===== src/rtl/dtc_pkg.sv =====
// Shared word constants, FSM encoding and CRC helper for the DTC gen2 transmitter.
// crc16_ccitt_word is only referenced by builds that define DTC_CRC16_EN.
package dtc_pkg;

    localparam logic [15:0] SYNC    = 16'hBC50;
    localparam logic [15:0] EVT_HDR = 16'h5C5C;
    localparam logic [15:0] RPL_HDR = 16'hF7F7;
    localparam logic [15:0] ST_HDR  = 16'hDCDC;
    localparam logic [15:0] EVT_END = 16'hC5D5;
    localparam logic [15:0] RD_TMO  = 16'hDEAD;

    typedef enum logic [3:0] {
        S_IDLE     = 4'd0,
        S_EVT_HDR  = 4'd1,
        S_EVT_INFO = 4'd2,
        S_ADC      = 4'd3,
        S_TRL_CNT  = 4'd4,
        S_TRL_CHK  = 4'd5,
        S_TRL_END  = 4'd6,
        S_RD_WAIT  = 4'd7,
        S_RPL_HDR  = 4'd8,
        S_ADDR_H   = 4'd9,
        S_ADDR_L   = 4'd10,
        S_DATA_H   = 4'd11,
        S_DATA_L   = 4'd12,
        S_ST_HDR   = 4'd13,
        S_ST       = 4'd14
    } dtc_state_e;

    // CRC-16-CCITT (poly 0x1021) advanced over one 16-bit word, MSB first
    function automatic logic [15:0] crc16_ccitt_word(input logic [15:0] crc_in,
                                                     input logic [15:0] din);
        logic [15:0] crc;
        logic        fb;
        crc = crc_in;
        for (int i = 15; i >= 0; i--) begin
            fb  = crc[15] ^ din[i];
            crc = {crc[14:0], 1'b0} ^ (fb ? 16'h1021 : 16'h0000);
        end
        return crc;
    endfunction

endpackage


===== src/rtl/dtc_serializer.sv =====
// Word serializer: free-running slot counter, 16-bit shift register emitting
// 2*LANES bits per clock LSB-first, and the per-word strobe.
module dtc_serializer #(
    parameter int LANES = 2
) (
    input  logic                 dtc_clk,
    input  logic                 rst_n,
    input  logic [15:0]          word,
    output logic [2*LANES-1:0]   dtc_out,
    output logic                 word_strobe,
    output logic                 boundary
);
    localparam int WCYC   = 8 / LANES;
    localparam int SLOT_W = $clog2(WCYC);

    logic [SLOT_W-1:0] slot_r;
    logic [15:0]       shreg_r;
    logic              strobe_r;

    assign boundary    = (slot_r == {SLOT_W{1'b0}});
    assign dtc_out     = shreg_r[2*LANES-1:0];
    assign word_strobe = strobe_r;

    // Slot counter, word load on slot 0, shift on all other slots
    always_ff @(posedge dtc_clk or negedge rst_n) begin
        if (!rst_n) begin
            slot_r   <= {SLOT_W{1'b0}};
            shreg_r  <= 16'h0000;
            strobe_r <= 1'b0;
        end else begin
            strobe_r <= boundary;
            shreg_r  <= boundary ? word : (shreg_r >> (2 * LANES));
            slot_r   <= (slot_r == SLOT_W'(WCYC - 1)) ? {SLOT_W{1'b0}} : slot_r + SLOT_W'(1);
        end
    end

endmodule


===== src/rtl/dtc_tx_gen2.sv =====
// DTC gen2 link transmitter: event readouts, register read replies, status replies, SYNC filler.
// Define DTC_CRC16_EN to replace the XOR event checksum with CRC-16-CCITT.
module dtc_tx_gen2
    import dtc_pkg::*;
#(
    parameter int N_CH       = 64,
    parameter int ADC_W      = 12,
    parameter int MAX_WIN    = 64,
    parameter int LANES      = 2,
    parameter int RD_TIMEOUT = 255
) (
    input  logic                          dtc_clk,
    input  logic                          rst_n,
    output logic [2*LANES-1:0]            dtc_out,
    output logic                          word_strobe,
    output logic                          busy,
    input  logic                          rdocmd,
    input  logic [$clog2(MAX_WIN):0]      event_window,
    input  logic [N_CH-1:0]               ch_mask,
    output logic [$clog2(N_CH)-1:0]       adc_rd_ch,
    output logic [$clog2(MAX_WIN)-1:0]    adc_rd_addr,
    input  logic [ADC_W-1:0]              adc_data,
    input  logic                          streq,
    input  logic [15:0]                   status,
    input  logic                          read,
    input  logic [31:0]                   address,
    input  logic [31:0]                   data,
    input  logic                          data_vld
);
    localparam int CH_W  = $clog2(N_CH);
    localparam int LO_W  = CH_W + 1;
    localparam int AW    = $clog2(MAX_WIN);
    localparam int WIN_W = AW + 1;
    localparam int TMO_W = $clog2(RD_TIMEOUT + 1);

    dtc_state_e        state_r, state_nxt_s;
    logic              busy_r;
    logic              boundary_s;
    logic [15:0]       word_s;
    logic              pend_evt_r, pend_rd_r, pend_st_r;
    logic              take_evt_s, take_rd_s, take_st_s;
    logic [N_CH-1:0]   mask_r;
    logic [WIN_W-1:0]  win_r, win_clamp_s;
    logic [CH_W-1:0]   ch_r, nxt_ch_s;
    logic [AW-1:0]     addr_r;
    logic [LO_W-1:0]   lo_s;
    logic              nxt_found_s, first_ok_s, last_sample_s;
    logic [15:0]       cnt_r, chk_r, chk_upd_s, adc_word_s;
    logic [TMO_W-1:0]  wait_r;
    logic              seen_r, tmo_s;
    logic [31:0]       rd_addr_r, rd_data_r;

    dtc_serializer #(.LANES(LANES)) u_ser (
        .dtc_clk     (dtc_clk),
        .rst_n       (rst_n),
        .word        (word_s),
        .dtc_out     (dtc_out),
        .word_strobe (word_strobe),
        .boundary    (boundary_s)
    );

    assign busy        = busy_r;
    assign adc_rd_ch   = ch_r;
    assign adc_rd_addr = addr_r;
    assign adc_word_s  = 16'(adc_data);
    assign win_clamp_s = (event_window > WIN_W'(MAX_WIN)) ? WIN_W'(MAX_WIN) : event_window;

`ifdef DTC_CRC16_EN
    localparam logic [15:0] CHK_INIT = 16'hFFFF;
    assign chk_upd_s = crc16_ccitt_word(chk_r, adc_word_s);
`else
    localparam logic [15:0] CHK_INIT = 16'h0000;
    assign chk_upd_s = chk_r ^ adc_word_s;
`endif

    // Requests are only taken in IDLE on a word boundary, event > read > status
    assign take_evt_s = boundary_s && (state_r == S_IDLE) && pend_evt_r;
    assign take_rd_s  = boundary_s && (state_r == S_IDLE) && !pend_evt_r && pend_rd_r;
    assign take_st_s  = boundary_s && (state_r == S_IDLE) && !pend_evt_r && !pend_rd_r && pend_st_r;

    assign lo_s = (state_r == S_EVT_INFO) ? {LO_W{1'b0}} : ({1'b0, ch_r} + {{CH_W{1'b0}}, 1'b1});
    assign first_ok_s    = (win_r != {WIN_W{1'b0}}) && nxt_found_s;
    assign last_sample_s = (addr_r == {AW{1'b0}}) && !nxt_found_s;
    assign tmo_s         = (wait_r == TMO_W'(RD_TIMEOUT - 1));

    // Lowest enabled channel at or above lo_s
    always_comb begin
        logic hit;
        nxt_found_s = 1'b0;
        nxt_ch_s    = {CH_W{1'b0}};
        for (int i = N_CH - 1; i >= 0; i--) begin
            hit         = mask_r[i] & (LO_W'(i) >= lo_s);
            nxt_found_s = nxt_found_s | hit;
            nxt_ch_s    = hit ? CH_W'(i) : nxt_ch_s;
        end
    end

    // State register and busy flag, advanced once per word
    always_ff @(posedge dtc_clk or negedge rst_n) begin
        if (!rst_n) begin
            state_r <= S_IDLE;
            busy_r  <= 1'b0;
        end else if (boundary_s) begin
            state_r <= state_nxt_s;
            busy_r  <= (state_nxt_s != S_IDLE);
        end
    end

    // Next-state logic
    always_comb begin
        state_nxt_s = S_IDLE;
        case (state_r)
            S_IDLE: begin
                if (pend_evt_r)     state_nxt_s = S_EVT_HDR;
                else if (pend_rd_r) state_nxt_s = S_RD_WAIT;
                else if (pend_st_r) state_nxt_s = S_ST_HDR;
                else                state_nxt_s = S_IDLE;
            end
            S_EVT_HDR:  state_nxt_s = S_EVT_INFO;
            S_EVT_INFO: begin
                if (first_ok_s) state_nxt_s = S_ADC;
                else            state_nxt_s = S_TRL_CNT;
            end
            S_ADC: begin
                if (last_sample_s) state_nxt_s = S_TRL_CNT;
                else               state_nxt_s = S_ADC;
            end
            S_TRL_CNT:  state_nxt_s = S_TRL_CHK;
            S_TRL_CHK:  state_nxt_s = S_TRL_END;
            S_TRL_END:  state_nxt_s = S_IDLE;
            S_RD_WAIT: begin
                if (seen_r || data_vld || tmo_s) state_nxt_s = S_RPL_HDR;
                else                             state_nxt_s = S_RD_WAIT;
            end
            S_RPL_HDR:  state_nxt_s = S_ADDR_H;
            S_ADDR_H:   state_nxt_s = S_ADDR_L;
            S_ADDR_L:   state_nxt_s = S_DATA_H;
            S_DATA_H:   state_nxt_s = S_DATA_L;
            S_DATA_L:   state_nxt_s = S_IDLE;
            S_ST_HDR:   state_nxt_s = S_ST;
            S_ST:       state_nxt_s = S_IDLE;
            default:    state_nxt_s = S_IDLE;
        endcase
    end

    // Word to load at the next boundary for the current state
    always_comb begin
        word_s = SYNC;
        case (state_r)
            S_IDLE:     word_s = SYNC;
            S_EVT_HDR:  word_s = EVT_HDR;
            S_EVT_INFO: word_s = 16'(win_r);
            S_ADC:      word_s = adc_word_s;
            S_TRL_CNT:  word_s = cnt_r;
            S_TRL_CHK:  word_s = chk_r;
            S_TRL_END:  word_s = EVT_END;
            S_RD_WAIT:  word_s = SYNC;
            S_RPL_HDR:  word_s = RPL_HDR;
            S_ADDR_H:   word_s = rd_addr_r[31:16];
            S_ADDR_L:   word_s = rd_addr_r[15:0];
            S_DATA_H:   word_s = rd_data_r[31:16];
            S_DATA_L:   word_s = rd_data_r[15:0];
            S_ST_HDR:   word_s = ST_HDR;
            S_ST:       word_s = status;
            default:    word_s = SYNC;
        endcase
    end

    // Sticky request flags; taking a request wins over a coincident pulse
    always_ff @(posedge dtc_clk or negedge rst_n) begin
        if (!rst_n) begin
            pend_evt_r <= 1'b0;
            pend_rd_r  <= 1'b0;
            pend_st_r  <= 1'b0;
        end else begin
            pend_evt_r <= take_evt_s ? 1'b0 : (pend_evt_r | rdocmd);
            pend_rd_r  <= take_rd_s  ? 1'b0 : (pend_rd_r  | read);
            pend_st_r  <= take_st_s  ? 1'b0 : (pend_st_r  | streq);
        end
    end

    // Event capture, sample cursor (address for word n+1 set at word n's load) and trailer
    always_ff @(posedge dtc_clk or negedge rst_n) begin
        if (!rst_n) begin
            mask_r <= {N_CH{1'b0}};
            win_r  <= {WIN_W{1'b0}};
            ch_r   <= {CH_W{1'b0}};
            addr_r <= {AW{1'b0}};
            cnt_r  <= 16'h0000;
            chk_r  <= 16'h0000;
        end else if (boundary_s) begin
            case (state_r)
                S_IDLE: begin
                    if (pend_evt_r) begin
                        mask_r <= ch_mask;
                        win_r  <= win_clamp_s;
                        cnt_r  <= 16'h0000;
                        chk_r  <= CHK_INIT;
                    end
                end
                S_EVT_INFO: begin
                    if (first_ok_s) begin
                        ch_r   <= nxt_ch_s;
                        addr_r <= AW'(win_r - WIN_W'(1));
                    end
                end
                S_ADC: begin
                    cnt_r <= cnt_r + 16'd1;
                    chk_r <= chk_upd_s;
                    if (addr_r != {AW{1'b0}}) begin
                        addr_r <= addr_r - AW'(1);
                    end else if (nxt_found_s) begin
                        ch_r   <= nxt_ch_s;
                        addr_r <= AW'(win_r - WIN_W'(1));
                    end
                end
                default: ;
            endcase
        end
    end

    // Read reply capture: first data_vld in RD_WAIT, or the timeout filler
    always_ff @(posedge dtc_clk or negedge rst_n) begin
        if (!rst_n) begin
            seen_r    <= 1'b0;
            wait_r    <= {TMO_W{1'b0}};
            rd_addr_r <= 32'h0000_0000;
            rd_data_r <= 32'h0000_0000;
        end else if (state_r == S_RD_WAIT) begin
            if (data_vld && !seen_r) begin
                seen_r    <= 1'b1;
                rd_addr_r <= address;
                rd_data_r <= data;
            end else if (boundary_s && !seen_r && tmo_s) begin
                rd_addr_r <= address;
                rd_data_r <= {RD_TMO, RD_TMO};
            end
            if (boundary_s) begin
                wait_r <= wait_r + TMO_W'(1);
            end
        end else begin
            seen_r <= 1'b0;
            wait_r <= {TMO_W{1'b0}};
        end
    end

endmodule


===== config.mk =====
export PLATFORM = sky130hd
export DESIGN_NAME = dtc_tx_gen2
export DESIGN_NICKNAME = d
export VERILOG_FILES = /design/src/rtl/dtc_pkg.sv /design/src/rtl/dtc_serializer.sv /design/src/rtl/dtc_tx_gen2.sv
export SDC_FILE = /design/constraint.sdc
export NUM_CORES = 1
export LEC_CHECK = 0
export ABC_AREA = 1
export BUFFER_PORTS_ARGS = -buffer_cell sky130_fd_sc_hd__buf_2
export CAP_MARGIN = 20
export CORE_MARGIN = 2
export CORE_UTILIZATION = 55
export DETAILED_ROUTE_END_ITERATION = 8
export PLACE_DENSITY = 0.77
export SKIP_LAST_GASP = 1
export SLEW_MARGIN = 20
export SYNTH_ARGS = -nofsm -noshare
export SYNTH_HDL_FRONTEND = slang
export SYNTH_SLANG_ARGS = --single-unit
export TNS_END_PERCENT = 50

===== constraint.sdc =====
create_clock -name dtc_clk -period 8.5 [get_ports dtc_clk]
set_input_delay 0.425 -clock dtc_clk [delete_from_list [all_inputs] [get_ports dtc_clk]]
set_output_delay 0.425 -clock dtc_clk [all_outputs]
set_load 0.005 [all_outputs]

After elaboration in Yosys (flattened, before gate mapping)
Cells that the tools add are included.

ROM bits: 0. Memories kept: 0. Logic and storage cells: 372. Memory bits (writable): 0. Output and inout port bits: 18. Flip-flop bits (word level): 215. Input port bits: 169. Latch bits: 0.

Reduce and logical (&&, ||, !) cells: 31. Shifts and indexed selects: 0. Add/sub/neg operators: 6. Bitwise logic cells: 131. $mul: 0. Muxes and demuxes: 98. $lt $le $gt $ge: 65. Div/mod/pow operators: 0. Eq/ne operators: 23.

Operators with widths (number): 2-to-1 mux 6 bit (70); >= comparator 6 x 7 -> 1 bit, first input constant (32); one-hot mux 16 bit (13 select lines) (1); 2-to-1 mux 32 bit (4); >= comparator 5 x 7 -> 1 bit, first input constant (16); OR 1 bit (66); AND 1 bit (64); one-hot mux 16 bit (2 select lines) (2); >= comparator 4 x 7 -> 1 bit, first input constant (8); one-hot mux 4 bit (12 select lines) (1); 2-to-1 mux 16 bit (2); equality test 4 bit, second input constant (7); >= comparator 3 x 7 -> 1 bit, first input constant (4); one-hot mux 6 bit (2 select lines) (2); adder 16 x 1 -> 16 bit, second input constant (1); equality test 4 x 3 -> 1 bit, second input constant (4); 2-to-1 mux 4 bit (4); 2-to-1 mux 8 bit (2); XOR 16 x 12 -> 16 bit (1); >= comparator 1 x 7 -> 1 bit, first input constant (2); >= comparator 2 x 7 -> 1 bit, first input constant (2); 2-to-1 mux 7 bit (2); subtractor 6 x 1 -> 6 bit, second input constant (2); logical AND 1 bit (11); 27 further kinds (44).

Longest topological paths before layout
Word-level depth: 72. Gate-level depth with buffers: 67.

Hierarchy
From an unflattened synthesis, not the netlist that was laid out.

Cells, all modules: 1508. Area total of the unflattened synthesis: 11298.3 µm².

By module, submodules not included: dtc_tx_gen2 (instances 1, cells each 1432, sequential area each 4804.6 µm², area an instance 10556.4 µm²); dtc_serializer (instances 1, cells each 76, sequential area each 475.5 µm², area an instance 742.0 µm²).

Worst setup path before layout
No wires, ideal clock.

Path type: register to register. From: register ch_r[0] (netlist: adc_rd_ch[0]). To: register ch_r[0] (netlist: adc_rd_ch[0]). Arrival time: 3.854 ns. Clock period less this slack: 3.971 ns. Setup slack: 4.529 ns. Setup time: 0.117 ns. Buffers on the path: 0. Stages on the path, launching flop included: 68. Cell sequence: dfrtp_1 -> ha_1 -> nand2_1 -> inv_2 -> nand2_1 -> nand3_4 -> nor2_4 -> nand2_4 -> nand2_2 -> nand2_2 -> nand2_2 -> nand2_1 -> nand2_1 -> nand2_1 -> nand2_1 -> nand2_1 -> nand2_1 -> nand2_1 -> (+32 left out) -> nand2_1 -> nand2_1 -> nand2_1 -> nand2_1 -> nand2_1 -> nand2_1 -> nand2_1 -> nand2_1 -> nand2_1 -> nand2_1 -> nand2_1 -> nand2_1 -> nand2_1 -> nand2_1 -> nand2_1 -> nand2_1 -> nand2_1 -> nand2_1.

Cells in the longest elaborated chain, start to end: 71. Elaborated cells between the ends (all ways): 265. Those cells by class: add/sub: 1; order compare: 64; eq/ne: 2; mux: 69; bitwise: 127; reduce/logical: 2.

Ends and longest elaborated chain: start: declaration (RTL line dtc_tx_gen2.sv:44) `logic [CH_W-1:0] ch_r, nxt_ch_s;`; start signal: assignment (RTL line dtc_tx_gen2.sv:187) `ch_r <= {CH_W{1'b0}};`; start signal: assignment (RTL line dtc_tx_gen2.sv:203) `ch_r <= nxt_ch_s;`; start signal: assignment (RTL line dtc_tx_gen2.sv:213) `ch_r <= nxt_ch_s;`; adder 6 x 1 -> 7 bit * (RTL line dtc_tx_gen2.sv:81) `assign lo_s = (state_r == S_EVT_INFO) ? {LO_W{1'b0}} : ({1'b0, ch_r} + {{CH_W{1'b0}}, 1'b1});`; 2-to-1 mux 7 bit * (RTL line dtc_tx_gen2.sv:81); >= comparator 6 x 7 -> 1 bit (RTL line dtc_tx_gen2.sv:92) `hit = mask_r[i] & (LO_W'(i) >= lo_s);`; AND 1 bit (RTL line dtc_tx_gen2.sv:92); 2-to-1 mux 6 bit (64 in a row) (RTL line dtc_tx_gen2.sv:94) `nxt_ch_s = hit ? CH_W'(i) : nxt_ch_s;`; 2-to-1 mux 6 bit (RTL line dtc_tx_gen2.sv:212) `end else if (nxt_found_s) begin`; 2-to-1 mux 6 bit (RTL line dtc_tx_gen2.sv:210) `if (addr_r != {AW{1'b0}}) begin`; one-hot mux 6 bit (2 select lines) (RTL line dtc_tx_gen2.sv:192) `case (state_r)`.

Every way passes the cells marked *; elsewhere a longest branch is shown, timed or not. The select of a mux whose other input is x is not followed. A chain may end at the register's enable or synchronous reset.

Worst setup path after layout
From: register ch_r[0] (netlist: adc_rd_ch[0]). To: register ch_r[4] (netlist: adc_rd_ch[4]).

Same word-level chain as after synthesis.

==> flow_summary_export.csv <==
group,metric,value,unit
sta,hold_viol,0,
global_routing,track_usage,0.297,
routing,wl,31800,um
sta,whs,0.101,ns
critical_path,required,8.88,ns
synth,synth_cells,1498,
synth,ys_async_sr_fraction,1.00,
critical_path,max_stage_delay,0.53,ns
sta,period_needed,5.11,ns
synth,synth_seq_area_share,0.471,
synth,synth_edf_count,0,
layout,layout.nets,1850,
synth,netlist_area,11200,sq um
routing,viasPerCell,5.51,
synth,ys_ff_latch,211,
layout,layout_commonest_cell,"nand2_1",
layout,drive_gt1_frac,0.158,
placement,place_area,12400,sq um
sta,finalCritPeriodShare,0.601,
status,status,"complete, no violations",
placement,hpwl,23200,um
synth,synth.distinct_cells,52,
global_routing,grt_pass1_wl,51900,um
routing,drc_errors,0,
routing,vias,10800,
global_routing,grt_start_max_net_pins,118,
critical_path,timing.rr.start,"adc_rd_ch[0]",
sta,grt_setup_unrepaired,"no",
cts,cts_buffers,23,
floorplan,fp-row-count,52,
critical_path,crit_path_start,"adc_rd_ch[0]",
cts,clk_path_buf_depth,3,
placement,portBuffers,186,
critical_path,worstSetupPathType,"reg2reg",
cts,cts_tree,"built",
power,cellLeakagePower,6.70,nW
sta,skew,0.0114,ns
sta,fin_ws,3.39,ns
sta,setup_viol,0,
global_routing,grt_antenna_before_repair,2,
cts,path_clk_slew,0.06,ns
critical_path,cp.arrival,5.49,ns
floorplan,coreArea,20100,sq um
cts,clk_latency,0.52,ns
critical_path,cp_slowest_cell,"nand2_1",
floorplan,start_util,0.557,
critical_path,crit_path_start_kind,"flip-flop",
layout,stdcell_area,13100,sq um
routing,firstDrtPassIters,6,
hold_path,worstHoldStart,"address[12]",
placement,place_congestion,0.957,
placement,pre_cts_ws,3.62,ns
synth,avgSynthCellArea,7.48,sq um
cts,htreeDepth,1,
layout,area_delta_synth_final,16.9,%
sta,slew_violations,0,
job,cap_violations,0,
synth,yosys_warnings,0,
floorplan,dieHeight,147,um
critical_path,end_kind,"flip-flop",
floorplan,die-area,21500,sq um
layout,postLayoutCoreUtil,0.651,
cts,cts_resized,0,
global_routing,grt-ovfl-total,0,
routing,drtAntennaViolNets,0,
floorplan,io_pins,187,
cts,cts_sinks,211,
routing,first_iter_violations,1144,
sta,worst_pin_slew,0.923,ns
hold_path,min_path_type,"in2reg",
synth,synth_nets,1676,
sta,setup-tns-final,0,ns
routing,wire_per_inst,16.3,um
sta,slew_headroom,0.384,
cts,cts_setup_buffers,0,
power,ir_worst_vdd,196,uV
floorplan,die_x,147,um
global_routing,grt_pass1_vias,10300,
synth,synth_ff_type,"dfrtp_1",
power,p_per_area,311,nW/um^2
layout,final_cell_mix,"nand2_1, dfrtp_1, inv_1, buf_2, nor2_1",
critical_path,critPathMaxFanout,18,
cts,root_buffer,"clkbuf_16",
sta,fmax,196,MHz
-- timing repair --
item / 4_1_cts / 5_1_grt
hold buffers: 1 / 0
hold endpoints to repair: 81 / 0
setup endpoints to repair: 0 / 0
-- cell type report --
| class | instances | area, sq um |
|---|---|---|
| Antenna cell | 1 | 2.50 |
| Sequential cell | 211 | 5280 |
| Timing Repair Buffer | 200 | 1070 |
| Clock buffer | 27 | 601 |
| Inverter | 209 | 787 |
| Multi-Input combinational cell | 1027 | 4920 |
| Clock inverter | 13 | 103 |
| Tap cell | 270 | 338 |
| Fill cell | 1834 | 7010 |
-- synth_stat cells (2+ instances only) --
| master | number | share of area |
|---|---|---|
| o21ai_0 | 115 | 0.051 |
| dfrtp_1 | 211 | 0.47 |
| nand2_2 | 6 | 0.0034 |
| nor2_2 | 5 | 0.0028 |
| and3_1 | 6 | 0.0034 |
| o22a_1 | 4 | 0.0031 |
| xor2_1 | 3 | 0.0023 |
| nor4_1 | 7 | 0.0039 |
| o211ai_1 | 10 | 0.0067 |
| a21o_1 | 3 | 0.0020 |
| clkbuf_1 | 40 | 0.013 |
| nor3_1 | 47 | 0.021 |
| o31ai_1 | 3 | 0.0020 |
| nand3_1 | 37 | 0.017 |
| o21a_1 | 2 | 0.0013 |
| nand4_1 | 10 | 0.0056 |
| o21bai_1 | 3 | 0.0020 |
| o221ai_1 | 3 | 0.0023 |
| nand2_1 | 440 | 0.15 |
| buf_6 | 2 | 0.0020 |
| o311ai_0 | 2 | 0.0016 |
| ha_1 | 9 | 0.010 |
| clkinv_1 | 3 | 0.0010 |
| o21ai_1 | 3 | 0.0013 |
| a211oi_1 | 12 | 0.0080 |
| buf_1 | 2 | 0.00067 |
| nor2_1 | 137 | 0.046 |
| a221oi_1 | 20 | 0.016 |
| a41oi_1 | 2 | 0.0016 |
| buf_2 | 3 | 0.0013 |
| nor2_4 | 3 | 0.0030 |
| or2_2 | 2 | 0.0011 |
| o2111ai_1 | 5 | 0.0039 |
| o21ai_2 | 2 | 0.0016 |
| o22ai_1 | 22 | 0.012 |
| inv_2 | 5 | 0.0017 |
| buf_4 | 4 | 0.0027 |
| inv_1 | 200 | 0.067 |
| a31oi_1 | 13 | 0.0073 |
| nand2_4 | 2 | 0.0020 |
| a21oi_1 | 79 | 0.035 |
-- stage by stage --
step           instances  total power [mW]
3_3_place_gp        1915              3.05
6_report            1958              4.07
5_1_grt             1958              4.36
4_1_cts             1956              4.05
2_1_floorplan       1498              2.62
3_5_place_dp        1915              3.08
-- kinds of logic after synthesis --
kind of cell	share of synthesized area
AND/OR/NAND/NOR	0.260
AO/OA/AOI/OAI	0.165
buffers and inverters	0.0904
flip-flops	0.471
adder cells (fa/ha/maj)	0.0101
XOR/XNOR	0.00313
-- where the power goes --
| part | internal [mW] | switching (mW) |
|---|---|---|
| combinational | 0.523 | 0.986 |
| clock | 0.536 | 0.416 |
| sequential | 1.38 | 0.225 |
| total | 2.44 | 1.63 |
-- flip-flops by register name, indices dropped and copies added, names as in the netlist --
signal	flops
mask_r	64
rd_addr_r	32
rd_data_r	32
cnt_r	16
u_ser.shreg_r	16
chk_r	12
wait_r	8
win_r	7
adc_rd_addr	6
adc_rd_ch	6
state_r	4
u_ser.slot_r	2
busy	1
pend_evt_r	1
pend_rd_r	1
pend_st_r	1
seen_r	1
u_ser.word_strobe	1
-- layer usage --
metal | vias to the layer above | routed length, um | share of wire | track usage
met4 | 2 | 796 | 0.025 | 0.0845
met1 | 5067 | 14400 | 0.45 | 0.443
met2 | 451 | 13900 | 0.44 | 0.449
li1 | 5222 | - | - | -
met3 | 56 | 2670 | 0.084 | 0.0553
met5 | - | 13 | 0.00041 | 0
-- path summary, 6_finish.rpt --
kind	endpoint	slack (ns)	depth (start not counted)
max	adc_rd_ch[4]	3.39	28
max reg2reg	adc_rd_ch[4]	3.39	28
min	rd_addr_r[12]	0.10	3
max in group asynchronous	mask_r[24]	6.56	3
min reg2reg	u_ser.slot_r[0]	0.46	1
min in group asynchronous	rd_data_r[27]	0.51	2
-- worst max-delay path: cells and delay by family, from the launching register on --
family	cells	cell delay (ns)
adder cells (fa/ha/maj)	1	0.22
AO/OA/AOI/OAI	4	0.56
flip-flops	1	0.43
AND/OR/NAND/NOR	15	2.66
buffers and inverters	8	1.09
No activity file was read; power rests on OpenSTA's default activity.
